--- config.mk ---
export PLATFORM = sky130hd
export DESIGN_NAME = ita_bus_arbiter
export DESIGN_NICKNAME = d
export VERILOG_FILES = /design/src/rtl/ita_bus_arbiter.sv
export SDC_FILE = /design/constraint.sdc
export NUM_CORES = 1
export LEC_CHECK = 0
export CORE_UTILIZATION = 30
export DETAILED_ROUTE_END_ITERATION = 8
export GPL_ROUTABILITY_DRIVEN = 0
export PLACE_DENSITY = 0.76
export SLEW_MARGIN = 20
export SYNTH_ARGS = -nofsm -noshare
export SYNTH_HDL_FRONTEND = slang
export SYNTH_SLANG_ARGS = --single-unit
--- constraint.sdc ---
create_clock -name clk -period 1.6 [get_ports clk]
set_clock_uncertainty 0.1 [all_clocks]
set_input_delay 0.24 -clock clk [delete_from_list [all_inputs] [get_ports clk]]
set_output_delay 0.24 -clock clk [all_outputs]
set_load 0.01 [all_outputs]
--- src/rtl/ita_bus_arbiter.sv ---
`default_nettype none
// ============================================================================
// Module   : ita_bus_arbiter
// Purpose  : Two-master, one-target arbiter for the interrupt-agent register
//            bus. Master 0 is the EXU CSR/MMIO port and master 1 is the
//            debug/test requester. The winning command is latched and one
//            target transaction runs at a time. Completion (rdata/ready) is
//            returned only to the granted master. When both masters request
//            together, a round-robin pointer picks the winner, so a waiting
//            master is always served next.
//
// Ports    : clk, rst_n                      clock, async active-low reset
//            m0_valid/wr/rd/addr/wdata       master 0 command
//            m0_rdata/ready                  master 0 completion
//            m1_*                            same as m0_*, for master 1
//            s_valid/wr/rd/addr/wdata        target command
//            s_rdata/ready                   target completion
//            arb_gnt                         one-hot grant {m1,m0}, 00 = idle
//            arb_err                         timeout flag, valid with mX_ready
//
// Options  : ARB_TIMEOUT_EN - when defined, a REQ that sees no s_ready for
//            TMO_CYC cycles completes with rdata=0 and arb_err=1. When it is
//            not defined, REQ waits indefinitely and arb_err is tied 0.
//
// Revision : 1.0 - initial release
// ============================================================================
module ita_bus_arbiter #(
    parameter int XLEN    = 32,
    parameter int AW      = 32,
    parameter int TMO_CYC = 16
) (
    input  logic            clk,
    input  logic            rst_n,

    input  logic            m0_valid,
    input  logic            m0_wr,
    input  logic            m0_rd,
    input  logic [AW-1:0]   m0_addr,
    input  logic [XLEN-1:0] m0_wdata,
    output logic [XLEN-1:0] m0_rdata,
    output logic            m0_ready,

    input  logic            m1_valid,
    input  logic            m1_wr,
    input  logic            m1_rd,
    input  logic [AW-1:0]   m1_addr,
    input  logic [XLEN-1:0] m1_wdata,
    output logic [XLEN-1:0] m1_rdata,
    output logic            m1_ready,

    output logic            s_valid,
    output logic            s_wr,
    output logic            s_rd,
    output logic [AW-1:0]   s_addr,
    output logic [XLEN-1:0] s_wdata,
    input  logic [XLEN-1:0] s_rdata,
    input  logic            s_ready,

    output logic [1:0]      arb_gnt,
    output logic            arb_err
);

    typedef enum logic [1:0] {
        S_IDLE = 2'd0,
        S_REQ  = 2'd1,
        S_RESP = 2'd2
    } state_t;

    state_t          r_state;
    logic            r_rr;          // 1: master 1 wins a tie
    logic [1:0]      r_gnt;

    // The target-side outputs double as the latched command registers.
    // They are loaded only when leaving IDLE, so master input changes
    // during REQ never reach the target.
    logic            r_s_valid;
    logic            r_s_wr;
    logic            r_s_rd;
    logic [AW-1:0]   r_s_addr;
    logic [XLEN-1:0] r_s_wdata;

    logic            r_m0_ready;
    logic            r_m1_ready;
    logic [XLEN-1:0] r_m0_rdata;
    logic [XLEN-1:0] r_m1_rdata;

    logic            w_any;
    logic            w_pick_m1;
    logic            w_cmd_wr;
    logic            w_cmd_rd;
    logic [AW-1:0]   w_cmd_addr;
    logic [XLEN-1:0] w_cmd_wdata;
    logic            w_done;
    logic [XLEN-1:0] w_rsp_rdata;
    logic            w_tmo_hit;

`ifdef ARB_TIMEOUT_EN
    localparam int CNT_W = $clog2(TMO_CYC + 1);
    localparam logic [CNT_W-1:0] c_tmo_last = CNT_W'(TMO_CYC - 1);

    logic [CNT_W-1:0] r_cnt;
    logic             r_err;

    // A target answer in the last allowed cycle wins over the timeout.
    assign w_tmo_hit = (r_cnt == c_tmo_last) & ~s_ready;
    assign arb_err   = r_err;
`else
    logic w_unused_tmo;

    assign w_unused_tmo = |TMO_CYC;
    assign w_tmo_hit    = 1'b0;
    assign arb_err      = 1'b0;
`endif

    always_comb begin
        w_any       = m0_valid | m1_valid;
        // A single requester always wins; on a tie the pointer decides.
        w_pick_m1   = (m0_valid & m1_valid) ? r_rr : m1_valid;
        w_cmd_wr    = w_pick_m1 ? m1_wr    : m0_wr;
        w_cmd_rd    = w_pick_m1 ? m1_rd    : m0_rd;
        w_cmd_addr  = w_pick_m1 ? m1_addr  : m0_addr;
        w_cmd_wdata = w_pick_m1 ? m1_wdata : m0_wdata;
        w_done      = s_ready | w_tmo_hit;
        // Writes and timed-out transactions return zero data.
        w_rsp_rdata = (r_s_wr | w_tmo_hit) ? '0 : s_rdata;
    end

    always_ff @(posedge clk or negedge rst_n) begin
        if (!rst_n) begin
            r_state    <= S_IDLE;
            r_rr       <= 1'b0;
            r_gnt      <= 2'b00;
            r_s_valid  <= 1'b0;
            r_s_wr     <= 1'b0;
            r_s_rd     <= 1'b0;
            r_s_addr   <= '0;
            r_s_wdata  <= '0;
            r_m0_ready <= 1'b0;
            r_m1_ready <= 1'b0;
            r_m0_rdata <= '0;
            r_m1_rdata <= '0;
`ifdef ARB_TIMEOUT_EN
            r_cnt      <= '0;
            r_err      <= 1'b0;
`endif
        end else begin
            case (r_state)
                S_IDLE: begin
                    if (w_any) begin
                        r_s_valid <= 1'b1;
                        r_s_wr    <= w_cmd_wr;
                        r_s_rd    <= w_cmd_rd & ~w_cmd_wr;
                        r_s_addr  <= w_cmd_addr;
                        r_s_wdata <= w_cmd_wdata;
                        r_gnt     <= w_pick_m1 ? 2'b10 : 2'b01;
`ifdef ARB_TIMEOUT_EN
                        r_cnt     <= '0;
`endif
                        r_state   <= S_REQ;
                    end
                end

                S_REQ: begin
                    if (w_done) begin
                        r_s_valid <= 1'b0;
                        r_s_wr    <= 1'b0;
                        r_s_rd    <= 1'b0;
                        r_s_addr  <= '0;
                        r_s_wdata <= '0;
                        if (r_gnt[1]) begin
                            r_m1_ready <= 1'b1;
                            r_m1_rdata <= w_rsp_rdata;
                        end else begin
                            r_m0_ready <= 1'b1;
                            r_m0_rdata <= w_rsp_rdata;
                        end
`ifdef ARB_TIMEOUT_EN
                        r_err     <= w_tmo_hit;
`endif
                        r_state   <= S_RESP;
                    end
`ifdef ARB_TIMEOUT_EN
                    else begin
                        r_cnt <= r_cnt + 1'b1;
                    end
`endif
                end

                S_RESP: begin
                    r_m0_ready <= 1'b0;
                    r_m1_ready <= 1'b0;
                    // Prefer whichever master did not just get served.
                    r_rr       <= ~r_gnt[1];
                    r_gnt      <= 2'b00;
`ifdef ARB_TIMEOUT_EN
                    r_err      <= 1'b0;
`endif
                    r_state    <= S_IDLE;
                end

                default: begin
                    r_state <= S_IDLE;
                end
            endcase
        end
    end

    assign s_valid  = r_s_valid;
    assign s_wr     = r_s_wr;
    assign s_rd     = r_s_rd;
    assign s_addr   = r_s_addr;
    assign s_wdata  = r_s_wdata;
    assign m0_ready = r_m0_ready;
    assign m1_ready = r_m1_ready;
    assign m0_rdata = r_m0_rdata;
    assign m1_rdata = r_m1_rdata;
    assign arb_gnt  = r_gnt;

endmodule
`default_nettype wire

### Word level (Yosys, flattened, before mapping)

Index checks and enable logic that the tools add are counted.

| word-level totals | value |
|---|---|
| logic and storage cells | 64 |
| output and inout bits | 136 |
| input port bits | 169 |
| register bits | 138 |

| operators by class | value |
|---|---|
| equality and inequality tests | 6 |
| multiplexer cells | 30 |
| bitwise logic cells | 5 |
| reductions and logical operators | 11 |

Operators by type and width:

| cell | number |
|---|---|
| 2-to-1 mux 32 bit | 6 |
| case mux 32 bit (2 select lines) | 2 |
| AND reduction 3 bit | 5 |
| 2-to-1 mux 1 bit | 11 |
| case mux 1 bit (2 select lines) | 5 |
| 2-to-1 mux 2 bit | 4 |
| != test 2 bit, second input constant | 4 |
| case mux 2 bit (2 select lines) | 2 |
| nonzero test 2 bit | 3 |
| AND reduction 2 bit | 2 |
| AND 1 bit | 2 |
| == test 2 x 1 -> 1 bit, second input constant | 1 |
| == test 2 bit, second input constant | 1 |
| logical NOT 2 bit | 1 |
| inverter 1 bit | 2 |
| bitwise OR 1 bit | 1 |

### Logic depth before layout (Yosys ltp)

Gate-level depths: netlist of the first run.

| logic depth | value |
|---|---|
| depth in word-level cells | 7 |
| mapped depth | 8 |

### Worst setup path before layout of the first run

Ideal clock, no wire load.

| timing | value |
|---|---|
| kind | reg-to-reg |
| start | register r_state[1] |
| end | register r_s_addr[0], in the netlist s_addr[0] |
| required time | 1.374 ns |
| setup time | 0.126 ns |
| buffers on the path | 3 |
| cell stages (with the launch flop) | 7 |
| arrival | 1.398 ns |
| path slack | -0.024 ns |
| cells stage by stage | dfrtp_1 buf_4 nand3b_4 and2_4 buf_6 buf_6 a221o_1 |

| on the way | value |
|---|---|
| word-level cells in the longest chain between the ends | 3 |
| elaborated cells between the ends (all ways) | 7 |

Ends and longest elaborated chain:

| what | RTL line | RTL |
|---|---|---|
| start: declaration | 69 | `state_t r_state;` |
| start signal: assignment | 130 | `r_state <= S_IDLE;` |
| start signal: assignment | 159 | `r_state <= S_REQ;` |
| start signal: assignment | 180 | `r_state <= S_RESP;` |
| == test 2 x 1 -> 1 bit or logical NOT 2 bit (tied branches) | 147 | `case (r_state)` |
| != test 2 bit (no source line) or nonzero test 2 bit (tied branches) | - |  |
| AND reduction 3 bit (no source line) | - |  |
| end signal: assignment | 153 | `r_s_addr <= w_cmd_addr;` |
| end: declaration | 79 | `logic [AW-1:0] r_s_addr;` |

Several ways; a longest one is shown, not always the timed one.
A chain may end at the register's enable or synchronous reset.

### Final worst setup path of the first run

| timing | value |
|---|---|
| start | register r_state[0] |
| end | register r_s_wdata[10], in the netlist s_wdata[10] |

| on the way | value |
|---|---|
| word-level cells in the longest chain between the ends | 3 |
| elaborated cells between the ends (all ways) | 7 |

Ends and longest elaborated chain:

| what | RTL line | RTL |
|---|---|---|
| == test 2 x 1 -> 1 bit or logical NOT 2 bit (tied branches) | 147 |  |
| != test 2 bit (no source line) or nonzero test 2 bit (tied branches) | - |  |
| AND reduction 3 bit (no source line) | - |  |
| end signal: assignment | 154 | `r_s_wdata <= w_cmd_wdata;` |
| end: declaration | 80 | `logic [XLEN-1:0] r_s_wdata;` |

Several ways; a longest one is shown, not always the timed one.

==> results of run 1 <==
[flip-flops by register name, summed over array words and instances (netlist names)]
register,flops
arb_gnt,2
m0_rdata,32
m0_ready,1
m1_rdata,32
m1_ready,1
r_rr,1
r_state,2
s_addr,32
s_rd,1
s_valid,1
s_wdata,32
s_wr,1
[power by group through the flow]
| stage | Combinational, mW | Sequential (mW) | Clock (mW) |
|---|---|---|---|
| 2_1_floorplan | 2.96 | 6.64 | 0 |
| 3_3_place_gp | 8.07 | 6.01 | 0 |
| 3_5_place_dp | 8.26 | 6.01 | 0 |
| 4_1_cts | 7.46 | 5.92 | 3.85 |
| 5_1_grt | 8.35 | 6.12 | 4.01 |
| 6_report | 7.72 | 5.92 | 3.75 |
[path summary, 6_finish.rpt]
check	start	end	cells after the start
worst min-delay path	rst_n	s_wdata[27]$_DFFE_PN0P_	2
max in group asynchronous	rst_n	r_state[1]$_DFFE_PN0P_	3
worst max-delay path	r_state[0]$_DFFE_PN0P_	s_wdata[10]$_DFFE_PN0P_	6
worst min register to register	s_valid$_DFFE_PN0P_	s_valid$_DFFE_PN0P_	2
min in group clk	s_rdata[22]	m0_rdata[22]$_DFFE_PN0P_	3
worst max register to register	r_state[0]$_DFFE_PN0P_	s_wdata[10]$_DFFE_PN0P_	6
[through the flow]
stage / instances / util [%]
6_report: 1072 / 52.5
5_1_grt: 1072 / 52.5
4_1_cts: 1066 / 51.8
3_5_place_dp: 1024 / 49.0
3_3_place_gp: 1024 / 49.0
2_1_floorplan: 502 / -
[what timing repair did]
action / in CTS / in global routing
endpoints found under the hold margin: 138 / 0
setup endpoints to repair: 192 / 87
hold buffers: 1 / 0
buffers inserted: 7 / 0
gates resized for setup: 143 / 11
pin swaps: 27 / 13
gates cloned: 3 / 6
[cell usage in the layout, fill, tap and decap left out, types with 2 or more instances in the layout]
cell	synthesis	routed
o21ai_1	36	39
mux2i_1	2	2
o21ai_0	31	28
nor2b_1	2	2
a221o_1	64	64
nand2b_1	34	32
clkinv_4	0	3
clkinv_2	0	3
inv_6	0	3
inv_1	2	2
nand2_1	75	74
dfrtp_1	138	136
and2_1	64	64
clkbuf_16	0	21
o2bb2ai_1	2	2
dlygate4sd2_1	0	134
o21ai_2	2	2
buf_6	6	7
nand2b_4	0	2
clkdlybuf4s50_1	0	167
buf_4	2	14
buf_12	0	12
clkinvlp_4	0	3
dfrtp_2	0	2
[logic make-up after synthesis]
| group | Yosys count | share of synthesized area (%) |
|---|---|---|
| AO/OA/AOI/OAI | 140 | 18.5 |
| buffers and inverters | 42 | 4.11 |
| flip-flops | 138 | 60.3 |
| multiplexers | 2 | 0.350 |
| other | 1 | 0.0655 |
| AND/OR/NAND/NOR | 179 | 16.6 |
[final cells by class]
class / count / area (um2)
Clock inverter: 13 / 120
Sequential cell: 138 / 3460
Multi-Input combinational cell: 322 / 2070
Fill cell: 1703 / 8880
Timing Repair Buffer: 343 / 3430
Inverter: 3 / 13.8
Tap cell: 234 / 293
Clock buffer: 19 / 443
[per-layer routing]
| metal | global-route usage, % | vias to the layer above |
|---|---|---|
| met2 | 30.4 | 213 |
| met4 | 5.84 | 0 |
| met5 | 0 | - |
| li1 | - | 2432 |
| met3 | 6.53 | 19 |
| met1 | 22.2 | 2393 |
==> key figures, run 1 <==
Outcome
  – Run status: finished with violations
  – Failing checks: negative setup slack

Detailed routing
  – Met1 WL: 7850 um
  – Met3 wire len: around 1400 um
  – Routed Antenna Nets: 0
  – Via Count: 5057
  – Post-DR wirelength/cell: 17.4 um
  – Initial DRC count: 133
  – Vias per Instance: 4.72
  – Detailed-router iteration count before antenna repair: 4
  – Routed wl met2: 9090 um
  – Top layer used by detailed routing: met4
  – Routed WL: 18600 um
  – DR DRC count: 0

GRT
  – Vias in the first global route: about 5.0k
  – Total congestion overflow: 0
  – First-pass GRT wire length: about 28000 um
  – Initial antenna violation count: 0
  – Total GRT Usage: 18.3%
  – Pin count of the biggest net entering global routing: 61

Timing
  – Final hold vios: 0
  – Final Max Slew Viols: 0
  – Fmax: between 600 and 700 MHz
  – Count of final setup violators: 50
  – RSZ-0062 raised after global routing: true
  – Final WS setup: -0.0547 ns
  – Fin Hold WS: 0.204 ns
  – Period utilization: 103%
  – Setup Total Neg Slack: -1.31 ns
  – Fin crit period: 1.65 ns

Synthesis
  – Number of synthesized flops with an enable pin: 0
  – Syn Nets: between 600 and 700
  – Asr flop ratio synth: 100%
  – Synthesis warning total: 0
  – Top cells by area, synth: dfrtp_1, a221o_1, and2_1
  – Mapped Avg Cell Area: roughly 11 um2
  – Area leader, netlist: dfrtp_1
  – Top-count cell post-synth: dfrtp_1
  – Synthesized cell area: 5730 um2
  – Top cells by count, synth: dfrtp_1, nand2_1, a221o_1, and2_1, o21ai_1
  – Post-synthesis register bit count: around 140
  – Seq/Total Area, Yosys: 60.3%
  – Synth Instances: 502
  – Top cell type's share of synthesized area: 60.3%
  – Distinct cells, synth: 29
  – Primary FF master, synth: dfrtp_1

Pwr
  – Psw: roughly 6 mW
  – Pwr/cell area: 1770 nW/um2
  – Sw Ratio: 35.3%
  – Sequential share of power: 34.0%
  – Pleak: about 4.7 nW
  – Logic gate share of total power: 44.4%
  – Clock share of power: 21.6%
  – Peak supply drop: around 0.69 mV
  – Overall power: between 15 and 20 mW
  – Internal power: 11.3 mW

Critical path
  – Arrival @ worst endpoint: 1.84 ns
  – Startpoint types: flop
  – CP endpoint kind: flop
  – Setup CP Type: flop to flop
  – CP Cell Sequence: buf_6 > nor2_4 > o21ai_2 > and2_4 > buf_12 > a221o_1
  – Crit-path max FO: 26
  – CP peak stage delay: roughly 0.43 ns
  – Crit path buf inv count: 2
  – Required time of the critical path: 1.78 ns
  – Reg2reg setup slack: -0.05 ns
  – Slowest CP cell: dfrtp_2
  – Top delay family on crit path: flip-flops

Place
  – Cell area after placement: 9160 um2
  – Worst slack at placement: -0.338 ns
  – DP HPWL: 12400 um
  – Port Buffers: 303

Cells and area
  – Area Overhead vs Synth: 71.7%
  – Design area: approximately 9800 um2
  – Antenna fix cells: 0
  – Nets@finish: between 900 and 1k
  – Fraction of layout cells with a size suffix above 1: 10.1%

Clock tree
  – Clock buffer depth: 2
  – CTS clk-pin slew, worst paths: 0.06 ns
  – CTS Buf Count: 17
  – Worst-skew pair later-pin latency: approximately 0.4 ns
  – Clock Sinks: 138
  – Clock root buffer: clkbuf_16
  – CTS tree: built
  – H-tree depth: 4

Floorplanning
  – CORE AREA: 18700 um2
  – Die H: 140 um
  – Io pins: 305
  – Starting Density: slightly above 30%
  – Die W: 140 um
  – Row cnt: 50
  – Die area: between 15000 and 20000 um2

Job
  – Max-cap viol count: 0

Min path
  – Worst Hold Class: primary input to asynchronous set/reset pin
(Power assumes the default switching activity.)
==> run 2, diff against run 1 <==
--- a/config.mk
+++ b/config.mk
@@ -6,6 +6,7 @@
 export NUM_CORES = 1
 export LEC_CHECK = 0
 export CORE_UTILIZATION = 30
+export CTS_CLUSTER_DIAMETER = 50
 export DETAILED_ROUTE_END_ITERATION = 8
 export GPL_ROUTABILITY_DRIVEN = 0
 export PLACE_DENSITY = 0.76
==> constraint.sdc (replaced) <==
create_clock -name clk -period 1.3 [get_ports clk]
set_clock_uncertainty 0.1 [all_clocks]
set_input_delay 0.195 -clock clk [delete_from_list [all_inputs] [get_ports clk]]
set_output_delay 0.195 -clock clk [all_outputs]
set_load 0.01 [all_outputs]
==> key figures, run 2 (same netlist as run 1, synthesis figures left out) <==
Outcome
  – Run status: finished with violations
  – Failing checks: negative setup slack

Detailed routing
  – DR DRC count: 0 (unchanged)
  – Initial DRC count: 144 (+8.3%)
  – Routed WL: 19800 um (+6.4%)
  – Routed Antenna Nets: 0 (unchanged)
  – Via Count: 5379 (+6.4%)
  – Detailed-router iteration count before antenna repair: 7 (+3)
  – Post-DR wirelength/cell: 18.1 um (+4.1%)
  – Vias per Instance: 4.91 (+4.0%)

GRT
  – Vias in the first global route: 5564 (+11%)
  – Total congestion overflow: 0 (unchanged)
  – Pin count of the biggest net entering global routing: 45 (-26%)
  – Total GRT Usage: 19.2% (+0.88 points)
  – First-pass GRT wire length: 29300 um (+6.5%)
  – Initial antenna violation count: 0 (unchanged)

Timing
  – Final Max Slew Viols: 0 (unchanged)
  – Setup Total Neg Slack: -29.44 ns (-28.12 ns)
  – Fin crit period: 1.59 ns (-0.0608 ns)
  – Count of final setup violators: 133 (+170%)
  – Final WS setup: -0.294 ns (-0.239 ns)
  – RSZ-0062 raised after global routing: true
  – Period utilization: 123% (+19 points)
  – Final hold vios: 0 (unchanged)
  – Fmax: 627 MHz (+3.8%)
  – Fin Hold WS: 0.146 ns (-0.0577 ns)

Cells and area
  – Nets@finish: 1019 (+2.5%)
  – Fill cell count: 1704 (+0.059%)
  – Area Overhead vs Synth: 69.8%
  – Commonest non-fill, non-tap cell in the layout: clkdlybuf4s50_1
  – Highest-count cells in the layout ignoring fill and taps: clkdlybuf4s50_1, dfrtp_1, buf_2
  – Fin util: 52.0% (-0.58 points)
  – Antenna fix cells: 0 (unchanged)
  – Fraction of layout cells with a size suffix above 1: 29.6% (+19 points)
  – Post-route insts no fill: 1096 (+2.2%)
  – Design area: 9720 um2 (-1.1%)

Floorplanning
  – Io pins: 305 (unchanged)
  – Starting Density: 30.6% (unchanged)
  – Die area: 19600 um2 (unchanged)
  – Row cnt: 50 (unchanged)
  – Die W: 140 um (unchanged)
  – Die H: 140 um (unchanged)
  – CORE AREA: 18700 um2 (unchanged)

Pwr
  – Peak supply drop: 1.02 mV (+48%)
  – Pleak: 4.67 nW (-0.85%)
  – Pwr/cell area: 2280 nW/um2 (+29%)
  – Overall power: 22.1 mW (+27%)

Clock tree
  – H-tree depth: 4 (unchanged)
  – Worst-skew pair later-pin latency: 0.41 ns (about the same)
  – CTS Buf Count: 17 (unchanged)
  – CTS tree: built
  – Clock buffer depth: 2 (unchanged)
  – Clock Sinks: 138 (unchanged)
  – CTS clk-pin slew, worst paths: 0.06 ns (about the same)
  – Clock root buffer: clkbuf_16

Place
  – Worst slack at placement: -0.611 ns (-0.273 ns)
  – Cell total after placement: 1032 (+0.78%)
  – Port Buffers: 303 (unchanged)
  – DP HPWL: 12900 um (+3.9%)
  – Cell area after placement: 9190 um2 (+0.33%)

Job
  – Max-cap viol count: 0 (unchanged)

Critical path
  – Slowest CP cell: dfrtp_2
  – CP peak stage delay: 0.44 ns (about the same)
  – Arrival @ worst endpoint: 1.78 ns (-0.06 ns)
  – CP Cell Sequence: nor2_4 > o21ai_2 > and2_4 > buf_12 > a221o_1
  – Setup CP Type: flop to flop
  – Startpoint types: flop
  – Crit-path max FO: 11 (-58%)
  – Reg2reg setup slack: -0.29 ns (-0.24 ns)
  – Top delay family on crit path: flip-flops
  – CP endpoint kind: flop
  – Required time of the critical path: 1.48 ns (-0.30 ns)
  – Crit path buf inv count: 1 (-1)

Min path
  – Worst Hold Class: primary input to asynchronous set/reset pin
[run 2: changes by cell type in the layout (fill, tap and decap cells not counted), sizes merged, moves of 2 or more]
cell	delta
bufinv	+2
dlygate4sd2	-134
inv	-2
clkinvlp	-2
clkbuf	+5
buf	+155
[run 2: final cells by class]
cell class              instances  area, um2  area share (%)
well taps                     234        293            3.01
flip-flops and latches        138       3460            35.6
inverters                       3       18.8           0.193
clock buffers                  21        460            4.74
clock inverters                10        143            1.47
multi-input cells             323       2130            21.9
repair buffers                367       3220            33.1
[run 2: repair_timing]
item	in CTS	in global routing
buffers inserted	13	4
pin swaps	6	0
cloned	4	11
hold buffers	1	0
resized for setup	560	21
setup endpoints to repair	270	138
hold endpoints to repair	138	0
[run 2: worst register-to-register path: cells and delay by family (launching register included)]
kind / cells / cell delay (ns)
flip-flops: 1 / 0.44
AND/OR/NAND/NOR: 2 / 0.34
AO/OA/AOI/OAI: 2 / 0.44
buffers and inverters: 1 / 0.16
[run 2: path summary, 6_finish.rpt]
| path | from | to | depth (start not counted) |
|---|---|---|---|
| max | r_state[1]$_DFFE_PN0P_ | s_wdata[20]$_DFFE_PN0P_ | 5 |
| min reg2reg | s_valid$_DFFE_PN0P_ | s_valid$_DFFE_PN0P_ | 2 |
| max reg2reg | r_state[1]$_DFFE_PN0P_ | s_wdata[20]$_DFFE_PN0P_ | 5 |
| min in group clk | s_rdata[10] | m0_rdata[10]$_DFFE_PN0P_ | 3 |
| max in group asynchronous | rst_n | r_rr$_DFFE_PN0P_ | 3 |
| min | rst_n | m1_rdata[4]$_DFFE_PN0P_ | 2 |
[run 2: power breakdown]
part	leakage, nW	switching [mW]	internal, mW
Sequential	1.75	1.11	6.24
Combinational	2.63	4.85	4.95
Clock	0.293	1.86	3.12
Total	4.67	7.82	14.3
[run 2: metal layers]
metal	vias to the layer above	GRT usage (%)	share of wire, %
li1	2479	-	-
met1	2593	21.9	40
met2	263	33.7	51
met3	44	5.54	6.9
met4	0	7.81	2.8
met5	-	0	0
